File: src/rtl/counter_ctrl_pkg.sv
// counter_ctrl_pkg: shared types and defaults for the counter control stage.
//   state_t        - FSM encoding (2'b11 is illegal and unused)
//   SYS_CLK_HZ_DEF - default system clock frequency
//   TICK_HZ_DEF    - default count-enable tick rate
package counter_ctrl_pkg;

  typedef enum logic [1:0] {
    STOP  = 2'b00,
    RUN   = 2'b01,
    CLEAR = 2'b10
  } state_t;

  localparam int SYS_CLK_HZ_DEF = 100_000_000;
  localparam int TICK_HZ_DEF    = 10;

endpackage

File: src/rtl/counter_ctrl_unit_tick_gen.sv
// tick_gen: count-enable divider. Counts enabled cycles modulo TICK_DIV and
// emits a registered one-cycle pulse after the enabled cycle at TICK_DIV-1.
//   clk, rst - clock, async active-low reset
//   i_en     - advance the divider this cycle
//   i_clr    - force the divider to 0 (never coincides with i_en)
//   o_tick   - one-cycle count-enable pulse
// TICK_DIV must be at least 2 so the pulse can never repeat back-to-back.
module tick_gen #(
  parameter int TICK_DIV = 10
) (
  input  logic clk,
  input  logic rst,
  input  logic i_en,
  input  logic i_clr,
  output logic o_tick
);

  localparam int            CW   = $clog2(TICK_DIV);
  localparam logic [CW-1:0] LAST = CW'(TICK_DIV - 1);

  logic [CW-1:0] cnt;
  logic          at_last;

  assign at_last = (cnt == LAST);

  // Without i_en the count simply holds, which keeps the phase across a
  // stop/resume.
  always_ff @(posedge clk or negedge rst) begin
    if (!rst) begin
      cnt    <= '0;
      o_tick <= 1'b0;
    end else begin
      o_tick <= i_en & at_last;
      if (i_clr)
        cnt <= '0;
      else if (i_en)
        cnt <= at_last ? '0 : cnt + CW'(1);
    end
  end

endmodule

File: src/rtl/counter_ctrl_unit.sv
// counter_ctrl_unit: STOP/RUN/CLEAR control for the 0-9999 counter.
// Consumes debounced one-cycle button pulses and drives the datapath.
//   clk, rst    - clock, async active-low reset
//   i_btn_run   - toggles run/stop
//   i_btn_clear - clear request (honoured only from STOP)
//   i_btn_mode  - toggles up/down (honoured only from STOP)
//   o_run       - registered decode of RUN
//   o_clear     - registered decode of CLEAR, one cycle per clear
//   o_mode      - 0 = count up, 1 = count down
//   o_tick      - one-cycle count-enable pulse
//   o_state     - raw state register for debug/LEDs
module counter_ctrl_unit
  import counter_ctrl_pkg::*;
#(
  parameter int SYS_CLK_HZ = SYS_CLK_HZ_DEF,
  parameter int TICK_HZ    = TICK_HZ_DEF
) (
  input  logic       clk,
  input  logic       rst,
  input  logic       i_btn_run,
  input  logic       i_btn_clear,
  input  logic       i_btn_mode,
  output logic       o_run,
  output logic       o_clear,
  output logic       o_mode,
  output logic       o_tick,
  output logic [1:0] o_state
);

  localparam int TICK_DIV = SYS_CLK_HZ / TICK_HZ;

  // Kept as a plain vector so the unused 2'b11 code is representable and
  // can be recovered from.
  logic [1:0] state_q;
  state_t     state_d;
  logic       in_run;
  logic       in_clear;

  assign in_run   = (state_q == RUN);
  assign in_clear = (state_q == CLEAR);
  assign o_state  = state_q;

  always_comb begin
    state_d = STOP;
    case (state_q)
      STOP: begin
        // clear beats run when both land in the same cycle
        if (i_btn_clear)    state_d = CLEAR;
        else if (i_btn_run) state_d = RUN;
        else                state_d = STOP;
      end
      RUN:     state_d = i_btn_run ? STOP : RUN;
      CLEAR:   state_d = STOP;
      default: state_d = STOP;
    endcase
  end

  always_ff @(posedge clk or negedge rst) begin
    if (!rst) begin
      state_q <= STOP;
      o_run   <= 1'b0;
      o_clear <= 1'b0;
      o_mode  <= 1'b0;
    end else begin
      state_q <= state_d;
      o_run   <= in_run;
      o_clear <= in_clear;
      // mode toggle still applies alongside a run/clear pulse from STOP
      if ((state_q == STOP) && i_btn_mode)
        o_mode <= ~o_mode;
    end
  end

  tick_gen #(.TICK_DIV(TICK_DIV)) u_tick (
    .clk    (clk),
    .rst    (rst),
    .i_en   (in_run),
    .i_clr  (in_clear),
    .o_tick (o_tick)
  );

endmodule

File: config.mk
export PLATFORM = sky130hd
export DESIGN_NAME = counter_ctrl_unit
export DESIGN_NICKNAME = d
export VERILOG_FILES = /design/src/rtl/counter_ctrl_pkg.sv /design/src/rtl/counter_ctrl_unit_tick_gen.sv /design/src/rtl/counter_ctrl_unit.sv
export SDC_FILE = /design/constraint.sdc
export NUM_CORES = 1
export LEC_CHECK = 0
export ABC_AREA = 1
export CAP_MARGIN = 20
export CORE_AREA = 2 2 73 75
export DETAILED_ROUTE_END_ITERATION = 16
export DIE_AREA = 0 0 75 77
export GPL_ROUTABILITY_DRIVEN = 1
export SYNTH_ARGS = -nofsm -noshare
export SYNTH_HDL_FRONTEND = slang
export SYNTH_SLANG_ARGS = --single-unit
File: constraint.sdc
create_clock -name clk -period 2.3 [get_ports clk]
set_clock_uncertainty 0.1 [all_clocks]
set_input_delay 0.23 -clock clk [delete_from_list [all_inputs] [get_ports clk]]
set_output_delay 0.23 -clock clk [all_outputs]
set_load 0.05 [all_outputs]
[Word level (Yosys, flattened, before mapping)]
Index checks and enable logic that the tools add are counted.
Operators by class
  add/subtract/negate cells: 1
  equal/unequal tests: 3
  multiplexer cells: 7
  bitwise logic cells: 2
  reductions and logical operators: 3
Operators by type and width (number)
  $mux 24: 3
  $add 24x1->24 const B: 1
  $eq 24x24->1 const B: 1
  $pmux 2 s2: 1
  $eq 2x1->1 const B: 1
  $eq 2x2->1 const B: 1
  $logic_not 2->1: 1
  $mux 1: 2
  $mux 2: 1
  $reduce_bool 2->1: 1
  $and 1x1->1: 1
  $logic_and 1x1->1: 1
  $not 1->1: 1
Word-level totals
  register bits after elaboration: 30
  bits of input ports: 5
  output and inout bits: 6
  logic and storage cells: 22

[Logic depth before layout (Yosys ltp)]
  word-level depth: 4
  depth in mapped cells: 11
  depth with buffers taken out: 10

[Cells and area by module]
A second synthesis with hierarchy kept.
Unflattened totals
  cell total of the unflattened synthesis: 266
  area, all modules: 1854.3 um2
Modules (own cells, without submodules)
  tick_gen: instances 1, cells each 245, area each 1662.8 um2, seq. area each 625.6 um2
  counter_ctrl_unit: instances 1, cells each 21, area each 191.4 um2, seq. area each 125.1 um2

[Worst setup path before layout]
Ideal clock, no wire load.
  kind: register -> register
  start point: register state_q[0], in the netlist o_state[0]
  end point: register u_tick.cnt[13]
  setup time: 120 ps
  arrival: 1890 ps
  data required time: 2080 ps
  path slack: 190 ps
  stages on the path, launching flop included: 10
  buffers on the path: 1
  period minus slack after synthesis: 2110 ps
  cell sequence: dfrtp_1 -> inv_1 -> ha_1 -> buf_6 -> nand2_1 -> nor2_1 -> nand3_1 -> nor2_1 -> xor2_1 -> nor2_2
On the way
  cells in the longest elaborated chain, start to end: 2
  elaborated cells on any way between the ends: 4
  those cells by class: eq/ne (2); mux (1); reduce/logical (1)
RTL lines
  start: declaration: line counter_ctrl_unit.sv:34  | logic [1:0] state_q;
  start signal: assignment: line counter_ctrl_unit.sv:65  | state_q <= state_d;
  $eq 2x2->1 or $eq 2x1->1 (tied branches): line counter_ctrl_unit.sv:40, counter_ctrl_unit.sv:39
  $mux 24 or $reduce_bool 2->1 (tied branches)
  end signal: assignment: line counter_ctrl_unit_tick_gen.sv:37  | cnt <= at_last ? '0 : cnt + CW'(1);
  end: declaration: line counter_ctrl_unit_tick_gen.sv:21  | logic [CW-1:0] cnt;
Parallel ways exist; a longest one is shown, timed or not.
A chain may end at the register's enable or synchronous reset.

[Worst setup path after layout]
  start point: register u_tick.cnt[0]
  end point: register u_tick.cnt[21]
On the way
  cells in the longest elaborated chain, start to end: 4
  elaborated cells on any way between the ends: 5
  those cells by class: add/sub (1); eq/ne (1); mux (3)
RTL lines
  $add 24x1->24 or $eq 24x24->1 (tied branches): line counter_ctrl_unit_tick_gen.sv:37, counter_ctrl_unit_tick_gen.sv:24
  $mux 24 *: line counter_ctrl_unit_tick_gen.sv:37
  $mux 24 *: line counter_ctrl_unit_tick_gen.sv:36  | else if (i_en)
  $mux 24 *: line counter_ctrl_unit_tick_gen.sv:34  | if (i_clr)
Every way passes the cells marked *; elsewhere a longest branch is shown, timed or not. The select of a mux whose other input is x is not followed.

==> results.json <==
{
  "num_antenna_cells": 0,
  "rows": 26,
  "grt_max_degree": 31,
  "synth.cell_area_mm2": 0.00184,
  "path_clk_slew_ps": 60,
  "place_inst": 336,
  "layout.area.seq_um2": 751,
  "synth-edff-count": 0,
  "io-pin-count": 11,
  "routed_via_density": 4.69,
  "synth.avg_cell_area_um2": 7.13,
  "final_nets": 282,
  "antenna_left": 0,
  "ys_seq_elements": 30,
  "crit_required_ps": 2370,
  "drv_cap": 0,
  "pre_cts_ws_ps": 456,
  "worstSetupPathType": "reg2reg",
  "clock_latency_ps": 280,
  "port_buffers": 10,
  "cts_hold_buffers": 0,
  "tritoncts": "yes",
  "antenna_found_initial": 0,
  "hpwl_um": 3150,
  "seq_area_frac_synth_pct": 40.8,
  "maxSlewViolCount": 0,
  "multi_input_area_um2": 931,
  "cts.sinks": 30,
  "nFillCells": 515,
  "grt_pass1_vias": 1626,
  "syn2layout_area_growth_pct": 14.5,
  "fmax_mhz": 534,
  "grt_pass1_wl_um": 7450,
  "async_reset_ff_share_pct": 100,
  "overflow": 0,
  "initial_core_util_pct": 37.0,
  "die-area_mm2": 0.00578,
  "synthDistinctLibCells": 24,
  "dieHeight_um": 77,
  "firstDrtPassIters": 4,
  "worstPathArrival_ps": 1950,
  "vias": 1607,
  "ctsResizeCount": 0,
  "slew_headroom_pct": 65.4,
  "route.detailed.drc": 0,
  "power_density_mw_per_mm2": 649,
  "outcome": "finished clean",
  "drt_iter0_markers": 147,
  "grt_util_all_layers_pct": 16.7,
  "wl_per_cell_um": 12.2,
  "peakVddDrop_mv": 0.330,
  "leakagePower_nw": 0.920,
  "htree_num_levels": 2,
  "fin_cells": 343,
  "rsz0062_at_grt": "false",
  "whs_ps": 243,
  "end_kind": "flip-flop",
  "synthFlopType": "dfrtp_1",
  "hold_viol_final": 0,
  "worst_slack_ps": 428,
  "setup_viol": 0,
  "critPathLaunchType": "flip-flop",
  "path_max_fanout": 13,
  "cts_buffers": 5,
  "core-area_mm2": 0.00498,
  "root_buffer": "clkbuf_8",
  "die_w_um": 75,
  "tns_ps": 0,
  "post_cts_buffers": 0,
  "layout_min_cycle_time_ps": 1870,
  "tightest_slew_ps": 517,
  "globalplace.congestion": 0.859,
  "clockBufferDepth": 2,
  "wl_um": 4170,
  "min_path_type": "in2async",
  "ys_warn_count": 0,
  "syn_inst": 258,
  "syn-num-nets": 267,
  "drive_gt1_share_pct": 7.69,
  "fin_crit_sh_pct": 81.4
}
==> worst max-delay path: stages, from the launching register on <==
cell     delay (ps)
dfrtp_1         410
ha_1            250
nand2_2          80
nor2_4          130
nand2_2          60
nor2_2          110
nand2_2         100
a21oi_4         270
buf_12          190
nor2_1           50
==> sequential cells by signal (all words and copies together), names as in the netlist <==
name           count
o_clear            1
o_mode             1
o_run              1
o_state            2
u_tick.o_tick      1
u_tick.cnt        24
==> routing by layer <==
| layer | global-route usage, % | wire (µm) | vias to the layer above |
|---|---|---|---|
| met5 | 0 | 0 | - |
| met4 | 4.82 | 46 | 0 |
| met3 | 3.94 | 80 | 4 |
| met2 | 26.2 | 1990 | 16 |
| met1 | 22.8 | 2060 | 750 |
| li1 | - | - | 837 |
==> through the flow <==
step | instance area, µm² | utilization, % | total power, mW
finish | 2110 | 42.3 | 1.37
global route | 2110 | 42.3 | 1.44
CTS | 2110 | 42.3 | 1.39
detailed placement | 2030 | 40.7 | 0.978
global placement | 2030 | 40.7 | 0.975
floorplan | 1840 | - | 0.871
==> final cells by class <==
cell class	instances	share of cell area, %
Inverter	33	5.88
Sequential cell	30	35.6
Multi-Input combinational cell	190	44.2
Tap cell	70	4.16
Timing Repair Buffer	13	6.41
Clock inverter	2	0.475
Clock buffer	5	3.27
==> kinds of logic (layout without fill, tap and decap cells) <==
| group | Yosys count | count (layout) | synth area share [%] |
|---|---|---|---|
| flops | 30 | 30 | 40.8 |
| buf+inv | 38 | 53 | 8.63 |
| compound gates | 6 | 6 | 2.52 |
| xor+xnor | 11 | 11 | 5.23 |
| fa+ha+maj | 4 | 4 | 2.72 |
| simple gates | 169 | 169 | 40.1 |
==> worst paths after layout <==
check,from,end,slack [ps],cells past startpoint
worst min-delay path,rst,o_state[0],240,2
worst max-delay path,u_tick.cnt[0],u_tick.cnt[21],430,9
worst max register to register,u_tick.cnt[0],u_tick.cnt[21],430,9
worst min register to register,o_mode,o_mode,380,1
min in group clk,o_mode,o_mode,380,1
max in group asynchronous,rst,u_tick.cnt[16],1570,2
==> power by group <==
part | switching [mW] | leakage, nW | internal, mW
sequential | 0.0626 | 0.409 | 0.580
combinational | 0.211 | 0.467 | 0.113
clock | 0.198 | 0.0438 | 0.203
total | 0.472 | 0.920 | 0.896
==> cell usage after synthesis, types with 2 or more instances <==
master     n  share of area [%]
buf_6      2                1.2
clkbuf_1   2               0.41
dfrtp_1   30                 41
ha_1       4                2.7
inv_1     32                6.5
nand2_1   66                 13
nand2_2    4                1.4
nand3_1   17                4.6
nand3b_1   2               0.82
nand4_1   16                5.4
nor2_1    55                 11
nor2_2     5                1.7
nor3_1     2               0.54
o21ai_0    2               0.54
xnor2_1    2               0.95
xor2_1     9                4.3
==> cell usage in the layout, fill, tap and decap left out <==
master / Yosys / final
nand2_1: 66 / 66
clkdlybuf4s50_1: 0 / 10
buf_4: 0 / 2
a21oi_1: 1 / 1
nor2_1: 55 / 55
a41oi_1: 1 / 1
nand4_1: 16 / 16
clkinv_1: 1 / 1
nand3b_1: 2 / 2
xor2_1: 9 / 9
nor2_4: 1 / 1
buf_12: 0 / 1
xnor2_1: 2 / 2
o22ai_1: 1 / 1
dfrtp_1: 30 / 30
clkinv_2: 0 / 2
o21ai_0: 2 / 2
inv_1: 32 / 32
nor2_2: 5 / 5
nand2_2: 4 / 4
nor3_1: 2 / 2
clkbuf_8: 0 / 5
nand3_1: 17 / 17
ha_1: 4 / 4
and2_1: 1 / 1
a21oi_4: 1 / 1
Note: power is estimated with default switching activity, not from simulation.
